**src/rtl/riscv_pkg.sv**
```systemverilog
// rtl/riscv_pkg.sv - opcodes, NOP encoding, decode-stage state and source-use decode
package riscv_pkg;

   localparam logic [6:0] OP_LOAD   = 7'b0000011;
   localparam logic [6:0] OP_IMM    = 7'b0010011;
   localparam logic [6:0] OP_JALR   = 7'b1100111;
   localparam logic [6:0] OP_STORE  = 7'b0100011;
   localparam logic [6:0] OP_BRANCH = 7'b1100011;
   localparam logic [6:0] OP_JAL    = 7'b1101111;
   localparam logic [6:0] OP_LUI    = 7'b0110111;
   localparam logic [6:0] OP_AUIPC  = 7'b0010111;
   localparam logic [6:0] OP_R      = 7'b0110011;

   localparam logic [31:0] NOP_INST = 32'h0000_0013;

   typedef enum logic [1:0] {RUN, STALL, FLUSH} id_state_e;

   // Unknown opcodes are treated as reading rs1 so a hazard is never missed.
   function automatic logic uses_rs1(input logic [6:0] op);
      return !((op == OP_LUI) || (op == OP_AUIPC) || (op == OP_JAL));
   endfunction

   function automatic logic uses_rs2(input logic [6:0] op);
      return (op == OP_R) || (op == OP_STORE) || (op == OP_BRANCH);
   endfunction

endpackage

```
**src/rtl/hazard_detect.sv**
```systemverilog
// rtl/hazard_detect.sv - load-use compare between the instruction in ID and the load in EX
module hazard_detect
   import riscv_pkg::*;
(
   input  logic       id_valid,
   input  logic [6:0] opcode,
   input  logic [4:0] rs1,
   input  logic [4:0] rs2,
   input  logic       idex_mem_read,
   input  logic [4:0] idex_rd,
   output logic       load_use
);

   logic hit_rs1;
   logic hit_rs2;

   always_comb begin
      hit_rs1  = uses_rs1(opcode) && (rs1 == idex_rd);
      hit_rs2  = uses_rs2(opcode) && (rs2 == idex_rd);
      // x0 is never really written, so a load to x0 cannot create a hazard.
      load_use = id_valid && idex_mem_read && (idex_rd != 5'd0) && (hit_rs1 || hit_rs2);
   end

endmodule

```
**src/rtl/if_id_hazard_ctrl.sv**
```systemverilog
// rtl/if_id_hazard_ctrl.sv - IF/ID register with load-use stall and redirect flush sequencing
module if_id_hazard_ctrl
   import riscv_pkg::*;
#(
   parameter int LOAD_STALL_CYCLES = 1,
   parameter int FLUSH_CYCLES      = 2,
   parameter int CNT_W             = 16
) (
   input  logic             clk,
   input  logic             rst_n,
   input  logic             fetch_valid,
   input  logic [31:0]      fetch_pc,
   input  logic [31:0]      fetch_inst,
   output logic             fetch_ready,
   output logic             pc_write_en,
   input  logic             ex_ready,
   input  logic             idex_mem_read,
   input  logic [4:0]       idex_rd,
   input  logic             redirect_valid,
   output logic             id_valid,
   output logic [31:0]      id_pc,
   output logic [31:0]      id_inst,
   output logic             idex_bubble,
   output logic [CNT_W-1:0] stall_count,
   output logic [CNT_W-1:0] flush_count
);

   localparam int MAX_CYC = (LOAD_STALL_CYCLES > FLUSH_CYCLES) ? LOAD_STALL_CYCLES : FLUSH_CYCLES;
   localparam int CW      = (MAX_CYC > 1) ? $clog2(MAX_CYC) : 1;
   localparam logic [CW-1:0] FLUSH_RELOAD = CW'(FLUSH_CYCLES - 1);
   localparam logic [CW-1:0] STALL_RELOAD = (LOAD_STALL_CYCLES > 1) ? CW'(LOAD_STALL_CYCLES - 2) : '0;

   id_state_e     state_q, state_d;
   logic [CW-1:0] cnt_q, cnt_d;
   logic          load_use;
   logic          load_ifid;
   logic          squash;
   logic          inc_stall;
   logic          inc_flush;

   hazard_detect u_hazard_detect (
      .id_valid      (id_valid),
      .opcode        (id_inst[6:0]),
      .rs1           (id_inst[19:15]),
      .rs2           (id_inst[24:20]),
      .idex_mem_read (idex_mem_read),
      .idex_rd       (idex_rd),
      .load_use      (load_use)
   );

   always_comb begin
      state_d     = state_q;
      cnt_d       = cnt_q;
      fetch_ready = 1'b0;
      pc_write_en = 1'b0;
      idex_bubble = 1'b0;
      load_ifid   = 1'b0;
      squash      = 1'b0;
      inc_stall   = 1'b0;
      inc_flush   = 1'b0;
      // A redirect outranks everything, including a pending load-use bubble.
      if (redirect_valid) begin
         fetch_ready = 1'b1;
         pc_write_en = 1'b1;
         squash      = 1'b1;
         inc_flush   = 1'b1;
         cnt_d       = FLUSH_RELOAD;
         state_d     = FLUSH;
      end else begin
         case (state_q)
            RUN: begin
               if (!ex_ready) begin
                  state_d = RUN;
               end else if (load_use) begin
                  idex_bubble = 1'b1;
                  inc_stall   = 1'b1;
                  if (LOAD_STALL_CYCLES > 1) begin
                     cnt_d   = STALL_RELOAD;
                     state_d = STALL;
                  end
               end else begin
                  fetch_ready = 1'b1;
                  pc_write_en = 1'b1;
                  load_ifid   = 1'b1;
               end
            end
            STALL: begin
               if (ex_ready) begin
                  idex_bubble = 1'b1;
                  inc_stall   = 1'b1;
                  if (cnt_q == '0) state_d = RUN;
                  else             cnt_d   = cnt_q - 1'b1;
               end
            end
            FLUSH: begin
               // Cycle-counted: wrong-path beats drain even while EX holds.
               fetch_ready = 1'b1;
               pc_write_en = 1'b1;
               squash      = 1'b1;
               if (cnt_q == '0) state_d = RUN;
               else             cnt_d   = cnt_q - 1'b1;
            end
            default: state_d = RUN;
         endcase
      end
   end

   always_ff @(posedge clk) begin
      if (!rst_n) begin
         state_q     <= RUN;
         cnt_q       <= '0;
         id_valid    <= 1'b0;
         id_pc       <= '0;
         id_inst     <= NOP_INST;
         stall_count <= '0;
         flush_count <= '0;
      end else begin
         state_q <= state_d;
         cnt_q   <= cnt_d;
         if (squash) begin
            id_valid <= 1'b0;
            id_inst  <= NOP_INST;
         end else if (load_ifid) begin
            id_valid <= fetch_valid;
            id_pc    <= fetch_pc;
            id_inst  <= fetch_inst;
         end
         if (inc_stall) stall_count <= stall_count + CNT_W'(1);
         if (inc_flush) flush_count <= flush_count + CNT_W'(1);
      end
   end

endmodule

```
**config.mk**
```make
export PLATFORM = sky130hd
export DESIGN_NAME = if_id_hazard_ctrl
export DESIGN_NICKNAME = d
export VERILOG_FILES = /design/src/rtl/riscv_pkg.sv /design/src/rtl/hazard_detect.sv /design/src/rtl/if_id_hazard_ctrl.sv
export SDC_FILE = /design/constraint.sdc
export NUM_CORES = 1
export LEC_CHECK = 0
export ABC_AREA = 0
export CELL_PAD_IN_SITES_DETAIL_PLACEMENT = 1
export CELL_PAD_IN_SITES_GLOBAL_PLACEMENT = 1
export CORE_AREA = 3 3 123 125
export CTS_BUF_LIST = sky130_fd_sc_hd__clkbuf_16
export DETAILED_ROUTE_END_ITERATION = 10
export DIE_AREA = 0 0 126 128
export PLACE_DENSITY = 0.86
export SYNTH_ARGS = -nofsm -noshare
export SYNTH_HDL_FRONTEND = slang
export SYNTH_SLANG_ARGS = --single-unit
```
**constraint.sdc**
```tcl
create_clock -name clk -period 2.41 [get_ports clk]
set_clock_uncertainty 0.05 [all_clocks]
set_input_delay 0.3615 -clock clk [delete_from_list [all_inputs] [get_ports clk]]
set_output_delay 0.3615 -clock clk [all_outputs]
set_load 0.1 [all_outputs]
```
Word level (Yosys, flattened, before mapping)
Cells that the tools add are included.

Add/subtract/negate cells: 3. Bitwise logic cells: 2. Mux-type cells: 23. Eq/ne operators: 14. Reduce and logical (&&, ||, !) cells: 20.

Operator list (count): $add 16x1->16 const B (2); $eq 7x6->1 const B (3); $mux 1 (15); $eq 7x7->1 const B (2); $eq 5x5->1 (2); $mux 2 (4); $reduce_and 2->1 (4); $eq 7x5->1 const B (1); $ne 3x3->1 const B (2); $pmux 1 s2 (3); $pmux 2 s3 (1); $logic_and 1x1->1 (5); $logic_or 1x1->1 (5); $reduce_bool 5->1 (1); $ne 2x2->1 const B (2); $reduce_or 2->1 (2); $reduce_bool 3->1 (1); $eq 2x1->1 const B (1); $eq 2x2->1 const B (1); $logic_not 2->1 (1); $not 1->1 (2); $logic_not 1->1 (1); $sub 1x1->1 const B (1).

Output and inout bits: 100. Input port bits: 75. Register bits after elaboration: 100.

Logic depth before layout (Yosys ltp)
Gate-level depths: netlist of run 1.

Depth after elaboration: 12. Gate-level depth with buffers: 9.

Modules after synthesis
A second synthesis of run 1 with hierarchy kept.

Cells, all modules: 498. Area total of the unflattened synthesis: 4126.5 µm².

By module, submodules not included: if_id_hazard_ctrl (area an instance 3937.5 µm², instances 1, cells an instance 475, sequential area each 2001.9 µm²); hazard_detect (area an instance 188.9 µm², instances 1, cells an instance 23, sequential area each 0.0 µm²).

Worst setup path before layout of run 1
No wires, ideal clock.

Path type: register to output. Start point: reg id_inst[3]. End point: out pc_write_en. Data arrival time: 4390 ps. Path slack: -2391 ps. Stages on the path, launching flop included: 7. Data required time: 1999 ps. Path through: dfxtp_1 > and3_1 > o2111ai_1 > nand4b_1 > nand2_1 > o21ai_0 > buf_4.

Word-level cells in the longest chain between the ends: 11.

RTL lines: start: declaration (line if_id_hazard_ctrl.sv:22) `output logic [31:0] id_inst,`; start signal: assignment (line if_id_hazard_ctrl.sv:126) `id_inst <= fetch_inst;`; $eq 7x6->1 / $eq 7x5->1 (equally long branches) (line riscv_pkg.sv:20) `return !((op == OP_LUI) || (op == OP_AUIPC) || (op == OP_JAL));`; $logic_or 1x1->1 (2 in a row) (line riscv_pkg.sv:20); $logic_not 1->1 (line riscv_pkg.sv:20); $logic_and 1x1->1 (line hazard_detect.sv:18) `hit_rs1 = uses_rs1(opcode) && (rs1 == idex_rd);`; $logic_or 1x1->1 (*) (line hazard_detect.sv:21) `load_use = id_valid && idex_mem_read && (idex_rd != 5'd0) && (hit_rs1 || hit_rs2);`; $logic_and 1x1->1 (*) (line hazard_detect.sv:21); $mux 1 (*) (2 in a row); $pmux 1 s2 (*); $mux 1 (*); end: declaration (line if_id_hazard_ctrl.sv:15) `output logic pc_write_en,`.

Mark *: on every way between the ends. The rest lies on a longest branch, timed or not.

Worst setup path in the final report of run 1
Start point: in idex_rd[0]. End point: out idex_bubble.

Word-level cells in the longest chain between the ends: 8.

RTL lines: start: declaration (line if_id_hazard_ctrl.sv:18) `input logic [4:0] idex_rd,`; $eq 5x5->1, on equally long branches (line hazard_detect.sv:18, hazard_detect.sv:19); $logic_and 1x1->1, on equally long branches (line hazard_detect.sv:18, hazard_detect.sv:19); $logic_or 1x1->1 (line hazard_detect.sv:21); $logic_and 1x1->1 (*) (line hazard_detect.sv:21); $mux 1 (*) (line if_id_hazard_ctrl.sv:74) `end else if (load_use) begin`; $mux 1 (*) (line if_id_hazard_ctrl.sv:72) `if (!ex_ready) begin`; $pmux 1 s2 (*) (line if_id_hazard_ctrl.sv:70) `case (state_q)`; $mux 1 (*) (line if_id_hazard_ctrl.sv:62) `if (redirect_valid) begin`; end: declaration (line if_id_hazard_ctrl.sv:23) `output logic idex_bubble,`.

Marks and branches as above.

==> flow_summary.yaml, run 1 <==
power:
  seqPwrFrac_pct: 45.1
  power_frac_clock_pct: 37.4
  p_per_area_nw_per_um2: 564
  comb_power_share_pct: 17.5
  p_switching_mw: 1.08
  intPower_mw: 2.69
  leakagePower_nw: 2.67
  peakVddDrop_mv: 0.279
  power_mw: 3.77
  switching_share_pct: 28.6
worst_hold_path:
  hold_depth: 3
  hold_path_class: "in2reg"
  hp-start: "rst_n"
clock_network:
  cts_root_buf: "clkbuf_16"
  cts_tree: "done"
  path_clk_slew_ps: 60
  cts_buffers: 9
  clockBufferDepth: 2
  clock_latency_ps: 350
  h-tree-depth: 3
  numClockSinks: 100
  postCtsHoldBufs: 0
synthesis:
  yosysUniqueCellTypes: 49
  postSynthRegisterBits: 100
  synth_warnings: 0
  netlist_area_um2: 4320
  synth_edf_count: 0
  syn_avg_cell_area_um2: 8.15
  ys_async_sr_fraction_pct: 0
  synth_nets: 610
  synthCells: 530
  ys.flop_type: "dfxtp_1"
  ys_seq_area_share_pct: 46.3
setup_path:
  crit_fanout: 3
  setup.worst_path.end_class: "output pin"
  regToRegStartpoint: "id_inst[3]"
  ff2ff_setup_slack_ps: 90
  startpoint_type: "primary input"
  ff2ff_path_depth: 9
  critical_path_class: "in2out"
  crit_family: "buffers and inverters"
  slowest_stage: "clkdlybuf4s50_1"
  setup.worst_path.start: "idex_rd[0]"
  crit_required_ps: 2000
  cp_num_cells: 7
  worstPathCellList: "clkdlybuf4s50_1, xnor2_1, and4_1, nand2_2, o31a_1, nand2_4, buf_12"
  max_stage_delay_ps: 550
  path_buf_inv: 2
  cp_data_arrival_time_ps: 2030
run_status:
  outcome: "complete, but fails checks"
  violations: "negative setup slack"
layout:
  fillers: 1659
  fin_cells: 901
  postLayoutCellArea_um2: 6690
  seqCellArea_um2: 2060
  drive_above_1_share_pct: 26.8
  area_growth_pct: 54.7
  nets: 796
  diodes: 0
  multi_input_area_um2: 2240
sta:
  clock.fmax_mhz: 409
  hold_violations: 0
  slew_violations: 0
  relSlewSlack_pct: 53.4
  whs_ps: 302
  setup_viol_count_final: 1
  min_period_over_period_pct: 101
  rsz0062_at_grt: "yes"
  worstMarginPinSlew_ps: 699
  setup_ws_ps: -33.2
  period_needed_ps: 2440
global_routing:
  grt.total_usage_pct: 17.8
  grt_overflow_total: 0
  grt_pass1_wl_um: 23400
  grt_pass1_vias: 4634
  grt_max_degree: 74
  antenna_found_initial: 0
routing:
  drtIter0Drc: 184
  antenna_left: 0
  viasPerCell: 4.99
  detail_route.wl_per_cell_um: 16.5
  finalWirelength_um: 14900
  firstDrtPassIters: 4
  num_vias: 4492
  drc: 0
place:
  place_congestion: 0.794
  dpl.hpwl_um: 11300
  numPortBuffers: 174
  dp.cells: 875
  post_dp_cell_area_um2: 6270
floorplan:
  io_pins: 175
  std_cell_rows: 43
  core_um2: 14000
  die_w_um: 126
  fp.dieH_um: 128
  start_util_pct: 30.9
  dieArea_um2: 16100
run:
  maxCapViolations: 0
[power groups by stage]
| stage | registers, mW | clock network (mW) | logic [mW] |
|---|---|---|---|
| floorplan | 1.97 | 0 | 0.162 |
| global placement | 1.74 | 0 | 0.638 |
| detailed placement | 1.74 | 0 | 0.655 |
| CTS | 1.70 | 1.46 | 0.661 |
| global route | 1.70 | 1.53 | 0.696 |
| finish | 1.70 | 1.41 | 0.659 |
[placed cells by master (no fill, tap or decap), types with 3 or more instances in the layout]
cell	netlist	routed
buf_4	1	128
nand2_1	92	90
dfxtp_1	100	80
nand3_1	74	74
clkdlybuf4s50_1	0	69
o21ai_1	65	65
nor2_1	26	26
xor2_1	21	21
dfxtp_4	0	13
nand4_1	10	10
a21oi_1	12	10
mux2i_1	9	9
clkbuf_16	0	9
buf_12	0	8
dfxtp_2	0	7
and3_1	6	6
nand2b_1	6	6
inv_1	5	5
xnor2_1	5	5
o21ai_0	6	5
nor3_1	7	5
or3_1	6	5
and4_1	4	4
ha_1	5	4
dlygate4sd2_1	0	4
and2_1	3	3
o311ai_1	3	3
[worst register-to-register path, delay by kind of cell, from the launching register on]
| family | cells | cell delay (ps) |
|---|---|---|
| AO/OA/AOI/OAI | 2 | 410 |
| buffers and inverters | 3 | 400 |
| flip-flops | 1 | 340 |
| AND/OR/NAND/NOR | 4 | 1040 |
[layer usage]
| layer | wire [um] | global-route usage [%] | share of wire (%) |
|---|---|---|---|
| met1 | 5860 | 20.3 | 39 |
| met2 | 7910 | 32.4 | 53 |
| met3 | 808 | 3.83 | 5.4 |
| met4 | 303 | 6.75 | 2.0 |
| met5 | 0 | 0 | 0 |
[path summary, 6_finish.rpt]
path,to
setup / recovery,idex_bubble
hold / removal,stall_count[15]
hold reg to reg,id_inst[14]
setup reg to reg,stall_count[10]
[final cells by class]
cell class                      count  area share [%]
Timing Repair Buffer              211            27.9
Sequential cell                   100            30.8
Clock buffer                        9            3.37
Tap cell                          180            3.37
Clock inverter                      7           0.861
Inverter                            5           0.281
Multi-Input combinational cell    389            33.4
[cells in the mapped netlist (all sizes together), types with 2 or more instances]
master / instances / share of area (%)
dfxtp: 100 / 46
nand2: 93 / 8.1
nand3: 74 / 8.6
o21ai: 71 / 8.2
nor2: 26 / 2.3
clkbuf: 23 / 2.0
xor2: 21 / 4.3
buf: 13 / 1.5
a21oi: 12 / 1.4
nand4: 10 / 1.4
mux2i: 9 / 2.1
nor3: 7 / 0.81
and3: 6 / 0.87
nand2b: 6 / 0.87
or3: 6 / 0.87
ha: 5 / 1.4
inv: 5 / 0.43
xnor2: 5 / 1.0
and4: 4 / 0.81
and2: 3 / 0.43
nor4: 3 / 0.78
o311ai: 3 / 0.61
nand3b: 2 / 0.35
nand4b: 2 / 0.41
o221ai: 2 / 0.41
or2: 2 / 0.29
[flip-flops by register name (all words and copies together), names as in the netlist]
register / cells
id_valid: 1
id_inst: 32
stall_count: 16
cnt_q: 1
state_q: 2
flush_count: 16
id_pc: 32
[what timing repair did]
item	4_1_cts	5_1_grt
setup endpoints to repair	4	9
resized for setup	9	10
endpoints found under the hold margin	0	0
pin swaps	6	5
buffers inserted	8	2
[metrics by stage]
stage	worst slack, ps	TNS (ps)	utilization (%)
after floorplan	-38.3	-38.3	-
after global placement	-220	-11930	44.8
after detailed placement	-351	-18320	44.8
after CTS	-27.5	-27.5	47.4
after global routing	-148	-193	47.8
final	-33.2	-33.2	47.8
[logic make-up (layout without fill, tap and decap cells)]
logic type                 count (synthesis)  after routing  synth area share (%)
and+or+nand+nor                          250            250                  28.1
DFF                                      100            100                  46.3
AOI/OAI and AO/OA                         99             99                  12.8
buffers and inverters                     41            232                  3.94
xor gates and xnor gates                  26             26                  5.27
muxes                                      9              9                  2.09
adders and majority gates                  5              5                  1.45
Note: power is estimated with default switching activity, not from simulation.
==> run 2, diff against run 1 <==
--- a/config.mk
+++ b/config.mk
@@ -6,6 +6,7 @@
 export NUM_CORES = 1
 export LEC_CHECK = 0
 export ABC_AREA = 0
+export CAP_MARGIN = 0
 export CELL_PAD_IN_SITES_DETAIL_PLACEMENT = 1
 export CELL_PAD_IN_SITES_GLOBAL_PLACEMENT = 1
 export CORE_AREA = 3 3 123 125
==> results of run 2 <==
Same layout as run 1: the final DEF is identical, and so are final timing and power.
==> run 3, diff against run 2 <==
--- a/config.mk
+++ b/config.mk
@@ -14,6 +14,7 @@
 export DETAILED_ROUTE_END_ITERATION = 10
 export DIE_AREA = 0 0 126 128
 export PLACE_DENSITY = 0.86
+export SKIP_LAST_GASP = 1
 export SYNTH_ARGS = -nofsm -noshare
 export SYNTH_HDL_FRONTEND = slang
 export SYNTH_SLANG_ARGS = --single-unit
==> results of run 3 <==
Same layout as run 1: the final DEF is identical, and so are final timing and power.
